$ cat config.mk
export PLATFORM = sky130hd
export DESIGN_NAME = eth_mac_tx
export DESIGN_NICKNAME = d
export VERILOG_FILES = /design/src/rtl/eth_mac_pkg.sv /design/src/rtl/eth_mac_crc32.sv /design/src/rtl/eth_mac_tx.sv
export SDC_FILE = /design/constraint.sdc
export NUM_CORES = 1
export LEC_CHECK = 0
export CAP_MARGIN = 10
export CORE_MARGIN = 3
export CORE_UTILIZATION = 55
export CTS_CLUSTER_DIAMETER = 120
export DETAILED_ROUTE_END_ITERATION = 7
export DONT_BUFFER_PORTS = 1
export GPL_TIMING_DRIVEN = 0
export HOLD_SLACK_MARGIN = 0.03
export PLACE_DENSITY = 0.7
export SETUP_SLACK_MARGIN = 0.4
export SLEW_MARGIN = 30
export SYNTH_ARGS = -nofsm -noshare
export SYNTH_HDL_FRONTEND = slang
export SYNTH_SLANG_ARGS = --single-unit
$ cat constraint.sdc
create_clock -name clk -period 5.7 [get_ports clk]
set_clock_uncertainty 0.15 [all_clocks]
set_input_delay 0.57 -clock clk [delete_from_list [all_inputs] [get_ports clk]]
set_output_delay 0.57 -clock clk [all_outputs]
set_load 0.02 [all_outputs]
$ cat src/rtl/eth_mac_pkg.sv
// Shared constants, TX state encoding and the byte-wise CRC32 step for the
// Ethernet MAC transmit path.
package eth_mac_pkg;

  localparam logic [7:0]  PREAMBLE_BYTE = 8'h55;
  localparam logic [7:0]  SFD_BYTE      = 8'hD5;
  localparam logic [31:0] CRC_RESIDUE   = 32'hC704DD7B;
  localparam logic [31:0] CRC_POLY_REFL = 32'hEDB88320;

  localparam int PREAMBLE_BYTES_DEF = 7;
  localparam int MIN_FRAME_SIZE_DEF = 64;
  localparam int MAX_FRAME_SIZE_DEF = 1518;
  localparam int IFG_BYTES_DEF      = 12;
  localparam int FCS_BYTES          = 4;

  typedef enum logic [2:0] {
    ST_IDLE,
    ST_PREAMBLE,
    ST_SFD,
    ST_DATA,
    ST_PAD,
    ST_FCS,
    ST_DRAIN,
    ST_IFG
  } tx_state_e;

  // One byte of reflected CRC32, LSB of the data byte first.
  function automatic logic [31:0] crc32_byte(input logic [31:0] crc, input logic [7:0] data);
    logic [31:0] c;
    c = crc;
    for (int i = 0; i < 8; i++) begin
      if (c[0] ^ data[i]) c = (c >> 1) ^ CRC_POLY_REFL;
      else                c = c >> 1;
    end
    return c;
  endfunction

endpackage

$ cat src/rtl/eth_mac_crc32.sv
// Running Ethernet CRC32 register: cleared to all-ones, advanced one byte per
// enable. The raw register is exported; the caller inverts it for the FCS.
module eth_mac_crc32
  import eth_mac_pkg::*;
(
  input  logic        clk,
  input  logic        rst_ni,
  input  logic        crc_clear_i,
  input  logic        crc_en_i,
  input  logic [7:0]  data_i,
  output logic [31:0] crc_o
);

  logic [31:0] crc_q;

  // CRC accumulator: clear wins over enable.
  always_ff @(posedge clk) begin
    if (!rst_ni) begin
      crc_q <= '1;
    end else if (crc_clear_i) begin
      crc_q <= '1;
    end else if (crc_en_i) begin
      crc_q <= crc32_byte(crc_q, data_i);
    end
  end

  assign crc_o = crc_q;

endmodule

$ cat src/rtl/eth_mac_tx.sv
// Ethernet MAC transmit path: AXI-Stream frame in, GMII out with preamble,
// SFD, zero padding, FCS and inter-frame gap.
//
// Handshake: a byte moves on s_axis when s_axis_tvalid && s_axis_tready are
// both high at a rising clk edge. s_axis_tready is registered and never
// depends on s_axis_tvalid in the same cycle. It is high while the wire shows
// the SFD or a data byte (DATA) and while a failed frame is drained; a byte
// accepted in one cycle is on gmii_txd during the next cycle.
//
// State naming: state_q is the control state deciding what the registered
// GMII outputs carry in the following cycle.
module eth_mac_tx
  import eth_mac_pkg::*;
#(
  parameter int PREAMBLE_BYTES = PREAMBLE_BYTES_DEF,
  parameter int MIN_FRAME_SIZE = MIN_FRAME_SIZE_DEF,
  parameter int MAX_FRAME_SIZE = MAX_FRAME_SIZE_DEF,
  parameter int IFG_BYTES      = IFG_BYTES_DEF
) (
  input  logic        clk,
  input  logic        rst,
  input  logic [7:0]  s_axis_tdata,
  input  logic        s_axis_tvalid,
  input  logic        s_axis_tlast,
  output logic        s_axis_tready,
  output logic [7:0]  gmii_txd,
  output logic        gmii_tx_en,
  output logic        gmii_tx_er,
  output logic        tx_busy,
  output logic [15:0] tx_frame_count,
  output logic [15:0] tx_error_count,
  output logic [2:0]  tx_state_dbg
);

  localparam int CNT_W = 5;
  localparam logic [CNT_W-1:0] PRE_CNT_LAST = CNT_W'(PREAMBLE_BYTES);
  localparam logic [CNT_W-1:0] FCS_CNT_LAST = CNT_W'(FCS_BYTES - 1);
  localparam logic [CNT_W-1:0] IFG_CNT_LAST = CNT_W'(IFG_BYTES - 1);
  localparam logic [10:0]      PAD_TARGET   = 11'(MIN_FRAME_SIZE - FCS_BYTES);
  localparam logic [10:0]      ABORT_BYTE   = 11'(MAX_FRAME_SIZE - 3);

  tx_state_e        state_q, state_d;
  logic [CNT_W-1:0] cnt_q, cnt_d;
  logic [10:0]      byte_cnt_q, byte_cnt_d;
  logic [7:0]       txd_q, txd_d;
  logic             en_q, en_d;
  logic             er_q, er_d;
  logic             tready_q, tready_d;
  logic             busy_q;
  logic [15:0]      frame_cnt_q, frame_cnt_d;
  logic [15:0]      err_cnt_q, err_cnt_d;

  logic             hs;
  logic             crc_en;
  logic             crc_clear;
  logic [31:0]      crc_w;
  logic [31:0]      fcs_w;

  assign hs        = s_axis_tvalid && tready_q;
  assign crc_clear = (state_q == ST_IDLE);
  assign fcs_w     = ~crc_w;

  // CRC covers exactly the data and pad bytes being driven onto the wire.
  eth_mac_crc32 u_crc (
    .clk         (clk),
    .rst_ni      (~rst),
    .crc_clear_i (crc_clear),
    .crc_en_i    (crc_en),
    .data_i      (txd_d),
    .crc_o       (crc_w)
  );

  // Next-state and next-output decode; every output register has a default.
  always_comb begin
    state_d     = state_q;
    cnt_d       = cnt_q;
    byte_cnt_d  = byte_cnt_q;
    txd_d       = 8'h00;
    en_d        = 1'b0;
    er_d        = 1'b0;
    tready_d    = 1'b0;
    frame_cnt_d = frame_cnt_q;
    err_cnt_d   = err_cnt_q;
    crc_en      = 1'b0;
    unique case (state_q)
      ST_IDLE: begin
        byte_cnt_d = 11'd0;
        if (s_axis_tvalid) begin
          state_d = ST_PREAMBLE;
          txd_d   = PREAMBLE_BYTE;
          en_d    = 1'b1;
          cnt_d   = CNT_W'(1);
        end
      end
      ST_PREAMBLE: begin
        en_d = 1'b1;
        if (cnt_q == PRE_CNT_LAST) begin
          txd_d    = SFD_BYTE;
          tready_d = 1'b1;
          state_d  = ST_SFD;
        end else begin
          txd_d = PREAMBLE_BYTE;
          cnt_d = cnt_q + CNT_W'(1);
        end
      end
      ST_SFD, ST_DATA: begin
        en_d = 1'b1;
        if (hs) begin
          byte_cnt_d = byte_cnt_q + 11'd1;
          txd_d      = s_axis_tdata;
          if (byte_cnt_d == ABORT_BYTE) begin
            // Oversize: flag the byte and stop the frame.
            er_d = 1'b1;
            if (s_axis_tlast) begin
              state_d   = ST_IFG;
              cnt_d     = '0;
              err_cnt_d = err_cnt_q + 16'd1;
            end else begin
              state_d  = ST_DRAIN;
              tready_d = 1'b1;
            end
          end else begin
            crc_en = 1'b1;
            if (s_axis_tlast) begin
              state_d = (byte_cnt_d < PAD_TARGET) ? ST_PAD : ST_FCS;
              cnt_d   = '0;
            end else begin
              state_d  = ST_DATA;
              tready_d = 1'b1;
            end
          end
        end else begin
          // Underrun: one errored byte on the wire, then swallow the rest.
          er_d     = 1'b1;
          state_d  = ST_DRAIN;
          tready_d = 1'b1;
        end
      end
      ST_PAD: begin
        en_d       = 1'b1;
        crc_en     = 1'b1;
        byte_cnt_d = byte_cnt_q + 11'd1;
        if (byte_cnt_d == PAD_TARGET) begin
          state_d = ST_FCS;
          cnt_d   = '0;
        end
      end
      ST_FCS: begin
        en_d  = 1'b1;
        txd_d = fcs_w[{cnt_q[1:0], 3'b000} +: 8];
        cnt_d = cnt_q + CNT_W'(1);
        if (cnt_q == FCS_CNT_LAST) begin
          state_d     = ST_IFG;
          cnt_d       = '0;
          frame_cnt_d = frame_cnt_q + 16'd1;
        end
      end
      ST_DRAIN: begin
        tready_d = 1'b1;
        if (hs && s_axis_tlast) begin
          tready_d  = 1'b0;
          state_d   = ST_IFG;
          cnt_d     = '0;
          err_cnt_d = err_cnt_q + 16'd1;
        end
      end
      ST_IFG: begin
        cnt_d = cnt_q + CNT_W'(1);
        if (cnt_q == IFG_CNT_LAST) begin
          state_d = ST_IDLE;
          cnt_d   = '0;
        end
      end
      default: state_d = ST_IDLE;
    endcase
  end

  // State, counters and registered GMII/stream outputs.
  always_ff @(posedge clk) begin
    if (rst) begin
      state_q     <= ST_IDLE;
      cnt_q       <= '0;
      byte_cnt_q  <= 11'd0;
      txd_q       <= 8'h00;
      en_q        <= 1'b0;
      er_q        <= 1'b0;
      tready_q    <= 1'b0;
      busy_q      <= 1'b0;
      frame_cnt_q <= 16'd0;
      err_cnt_q   <= 16'd0;
    end else begin
      state_q     <= state_d;
      cnt_q       <= cnt_d;
      byte_cnt_q  <= byte_cnt_d;
      txd_q       <= txd_d;
      en_q        <= en_d;
      er_q        <= er_d;
      tready_q    <= tready_d;
      busy_q      <= (state_d != ST_IDLE);
      frame_cnt_q <= frame_cnt_d;
      err_cnt_q   <= err_cnt_d;
    end
  end

  assign s_axis_tready  = tready_q;
  assign gmii_txd       = txd_q;
  assign gmii_tx_en     = en_q;
  assign gmii_tx_er     = er_q;
  assign tx_busy        = busy_q;
  assign tx_frame_count = frame_cnt_q;
  assign tx_error_count = err_cnt_q;
  assign tx_state_dbg   = state_q;

endmodule
==> results.sh <==
export IMPL_cp_end_kind="register"
export IMPL_worstRegToRegCells=8
export IMPL_final_hold_viol_count=0
export IMPL_synth_compound_area_share_pct=15.1
export IMPL_postLayoutCoreUtil_pct=61.7
export IMPL_fin_ws_ps=2080
export IMPL_ctsRootBufferMaster="clkbuf_8"
export IMPL_placed_cells=725
export IMPL_synth_area_leaders="dfxtp_1 37%, xnor2_1 9.3%, nor2_1 6.1%"
export IMPL_fp_coreArea_sq_um=8930
export IMPL_finalWirelength_mm=12.8
export IMPL_synth_seq_area_share_pct=36.6
export IMPL_period_minus_slack_ps=3620
export IMPL_drt_iter0_markers=280
export IMPL_grt_pass1_wl_mm=20.5
export IMPL_htree_levels=3
export IMPL_synthAdderAreaFrac_pct=1.21
export IMPL_critical_path_class="register to register"
export IMPL_die_area_sq_um=10600
export IMPL_cts_hold_buf=0
export IMPL_synth_edf_count=0
export IMPL_synth_simple_area_share_pct=21.7
export IMPL_yosysWarnings=0
export IMPL_hold_depth=2
export IMPL_ctsLongestPathBuffers=2
export IMPL_dp_final_hpwl_mm=9.20
export IMPL_r2r_slack_ps=2080
export IMPL_cts_resized=0
export IMPL_critPathMaxFanout=7
export IMPL_antennaDiodeCount=0
export IMPL_syn_num_nets=634
export IMPL_area_delta_synth_final_pct=6.27
export IMPL_drive_gt1_share_pct=6.16
export IMPL_fin_setup_tns_ps=0
export IMPL_fin_nets=645
export IMPL_wl_per_cell_microns=17.2
export IMPL_slew_headroom_pct=34.9
export IMPL_synth_top_family_by_area="simple AND/OR/NAND/NOR gates"
export IMPL_grt_pass1_vias=4185
export IMPL_p_sw_uw=334
export IMPL_fin_crit_sh_pct=63.6
export IMPL_p_leak_uw=0.00189
export IMPL_synth_top_area_cell="dfxtp_1"
export IMPL_whs_ps=243
export IMPL_netlist_instances=617
export IMPL_antenna_left=0
export IMPL_cts_tree="done"
export IMPL_synthFlopType="dfxtp_1"
export IMPL_tightest_slew_ps=967
export IMPL_drt_vias_per_instance=5.92
export IMPL_swShare_pct=27.4
export IMPL_synth_top_cell_area_share_pct=36.6
export IMPL_post_cts_buffers=0
export IMPL_intPower_uw=884
export IMPL_num_fill_cells=797
export IMPL_cap_violations=0
export IMPL_synthDistinctLibCells=61
export IMPL_status="finished, final reports clean"
export IMPL_synth_area_sq_um=5190
export IMPL_hold_class="primary input to register"
export IMPL_clk_pin_slew_ps=110
export IMPL_synth_seq_cells=95
export IMPL_pre_cts_slack_ps=2100
export IMPL_dr_pass1_iters=5
export IMPL_arrival_ps=3790
export IMPL_synthMuxAreaShare_pct=3.66
export IMPL_worstSkewPairLatency_ps=380
export IMPL_io_pins=59
export IMPL_p_per_area_nw_per_um2=221
export IMPL_track_usage_pct=24.9
export IMPL_postSynthAreaPerCell_sq_um=8.41
export IMPL_clkPwrFrac_pct=36.4
export IMPL_final_cells=741
export IMPL_gp_congestion=0.907
export IMPL_num_rows=34
export IMPL_cts_sinks=95
export IMPL_antenna_found_initial=0
export IMPL_grt_max_degree=18
export IMPL_report_final_setup_viol=0
export IMPL_async_reset_ff_share_pct=0
export IMPL_drc=0
export IMPL_start_util_pct=58.1
export IMPL_start_kind="register"
export IMPL_critPathRequiredTime_ps=5860
export IMPL_cts_inserted_buffers=9
export IMPL_vias=4389
export IMPL_rsz0062_at_grt="false"
export IMPL_io_buffers=0
export IMPL_peakVddDrop_mv=0.105
export IMPL_pwr_share_comb_pct=8.1
export IMPL_p_seq_share_pct=55.5
export IMPL_grt_overflow_total=0
export IMPL_finalMaxSlewViolations=0
export IMPL_synth_xor_area_share_pct=17.6
export IMPL_die_w_microns=103
export IMPL_fmaxAchievable_mhz=276
export IMPL_die_height_microns=103
[path summary, 6_finish.rpt]
check / to / from
worst max-delay path: u_crc.crc_o[26] / cnt_q[0]
worst max register to register: u_crc.crc_o[26] / cnt_q[0]
worst min register to register: byte_cnt_q[9] / byte_cnt_q[9]
worst min-delay path: gmii_txd[5] / s_axis_tdata[5]
[synth_stat cells (8+ instances only)]
library cell / instances
inv_1: 12
o21ai_0: 34
nor4_1: 10
xor2_1: 30
a21oi_1: 48
nand2_1: 33
mux2i_1: 19
and3_1: 8
nand3_1: 28
nor2_1: 84
clkbuf_1: 26
nand4_1: 8
nor3_1: 21
or3_1: 8
dfxtp_1: 95
xnor2_1: 55
[routing by layer]
layer	track usage, %	share of wire, %	vias up
li1	-	-	2184
met1	34.5	48	2030
met2	38.9	44	158
met3	4.74	7.1	17
met4	8.37	1.4	0
met5	0	0	-
[cell usage in the layout, fill, tap and decap left out, types with 4 or more instances in the layout]
cell       n
a211oi_1   5
a21oi_1   48
and3_1     8
buf_2      5
clkbuf_1  26
clkbuf_8  10
dfxtp_1   95
ha_1       5
inv_1     12
mux2i_1   19
nand2_1   33
nand2b_1   4
nand3_1   28
nand4_1    8
nor2_1    84
nor3_1    21
nor4_1    10
o211ai_1   5
o21ai_0   34
o21ai_1    4
or2_2      5
or3_1      8
xnor2_1   55
xnor3_1    5
xor2_1    30
[power groups by stage]
stage,Sequential [uW],Combinational [uW],Clock [uW]
after floorplan,690,76.7,0
after global placement,691,96.3,0
after detailed placement,691,97.6,0
after CTS,676,98.3,450
after global routing,677,107,475
final,676,98.7,443
[critical path: stages (launching register included)]
cell       delay, ps
dfxtp_1          420
ha_1             260
nand4b_1         170
nor4_1           770
nor4_1           170
a2111oi_4        680
xnor2_2          300
xnor3_1          500
o21ai_1          130
[layout make-up]
cell class | count | area, sq um | share of cell area, %
buffer | 37 | 168 | 3.04
clock buffer | 10 | 138 | 2.50
tap | 108 | 135 | 2.45
sequential | 95 | 1900 | 34.5
inverter | 12 | 45.0 | 0.817
multi-input combinational | 473 | 3080 | 55.8
clock inverter | 6 | 52.6 | 0.953
[cell families (layout without fill, tap and decap cells)]
family | count (synthesis) | in the layout
adders and majority gates | 5 | 5
DFF | 95 | 95
and+or+nand+nor | 230 | 230
muxes | 19 | 19
buffers and inverters | 49 | 65
xor gates and xnor gates | 93 | 93
AOI/OAI and AO/OA | 126 | 126
[state kept, by name (all words and copies together) (netlist names)]
name	flops
u_crc.crc_o	32
tx_error_count	16
tx_frame_count	16
byte_cnt_q	11
gmii_txd	8
cnt_q	5
tx_state_dbg	3
gmii_tx_en	1
gmii_tx_er	1
s_axis_tready	1
tx_busy	1
[stage by stage]
step | power, uW | cell area, sq um
detailed placement | 789 | 5330
finish | 1220 | 5520
CTS | 1220 | 5520
global route | 1260 | 5520
floorplan | 767 | 5190
global placement | 788 | 5330
No activity file was read; power rests on OpenSTA's default activity.
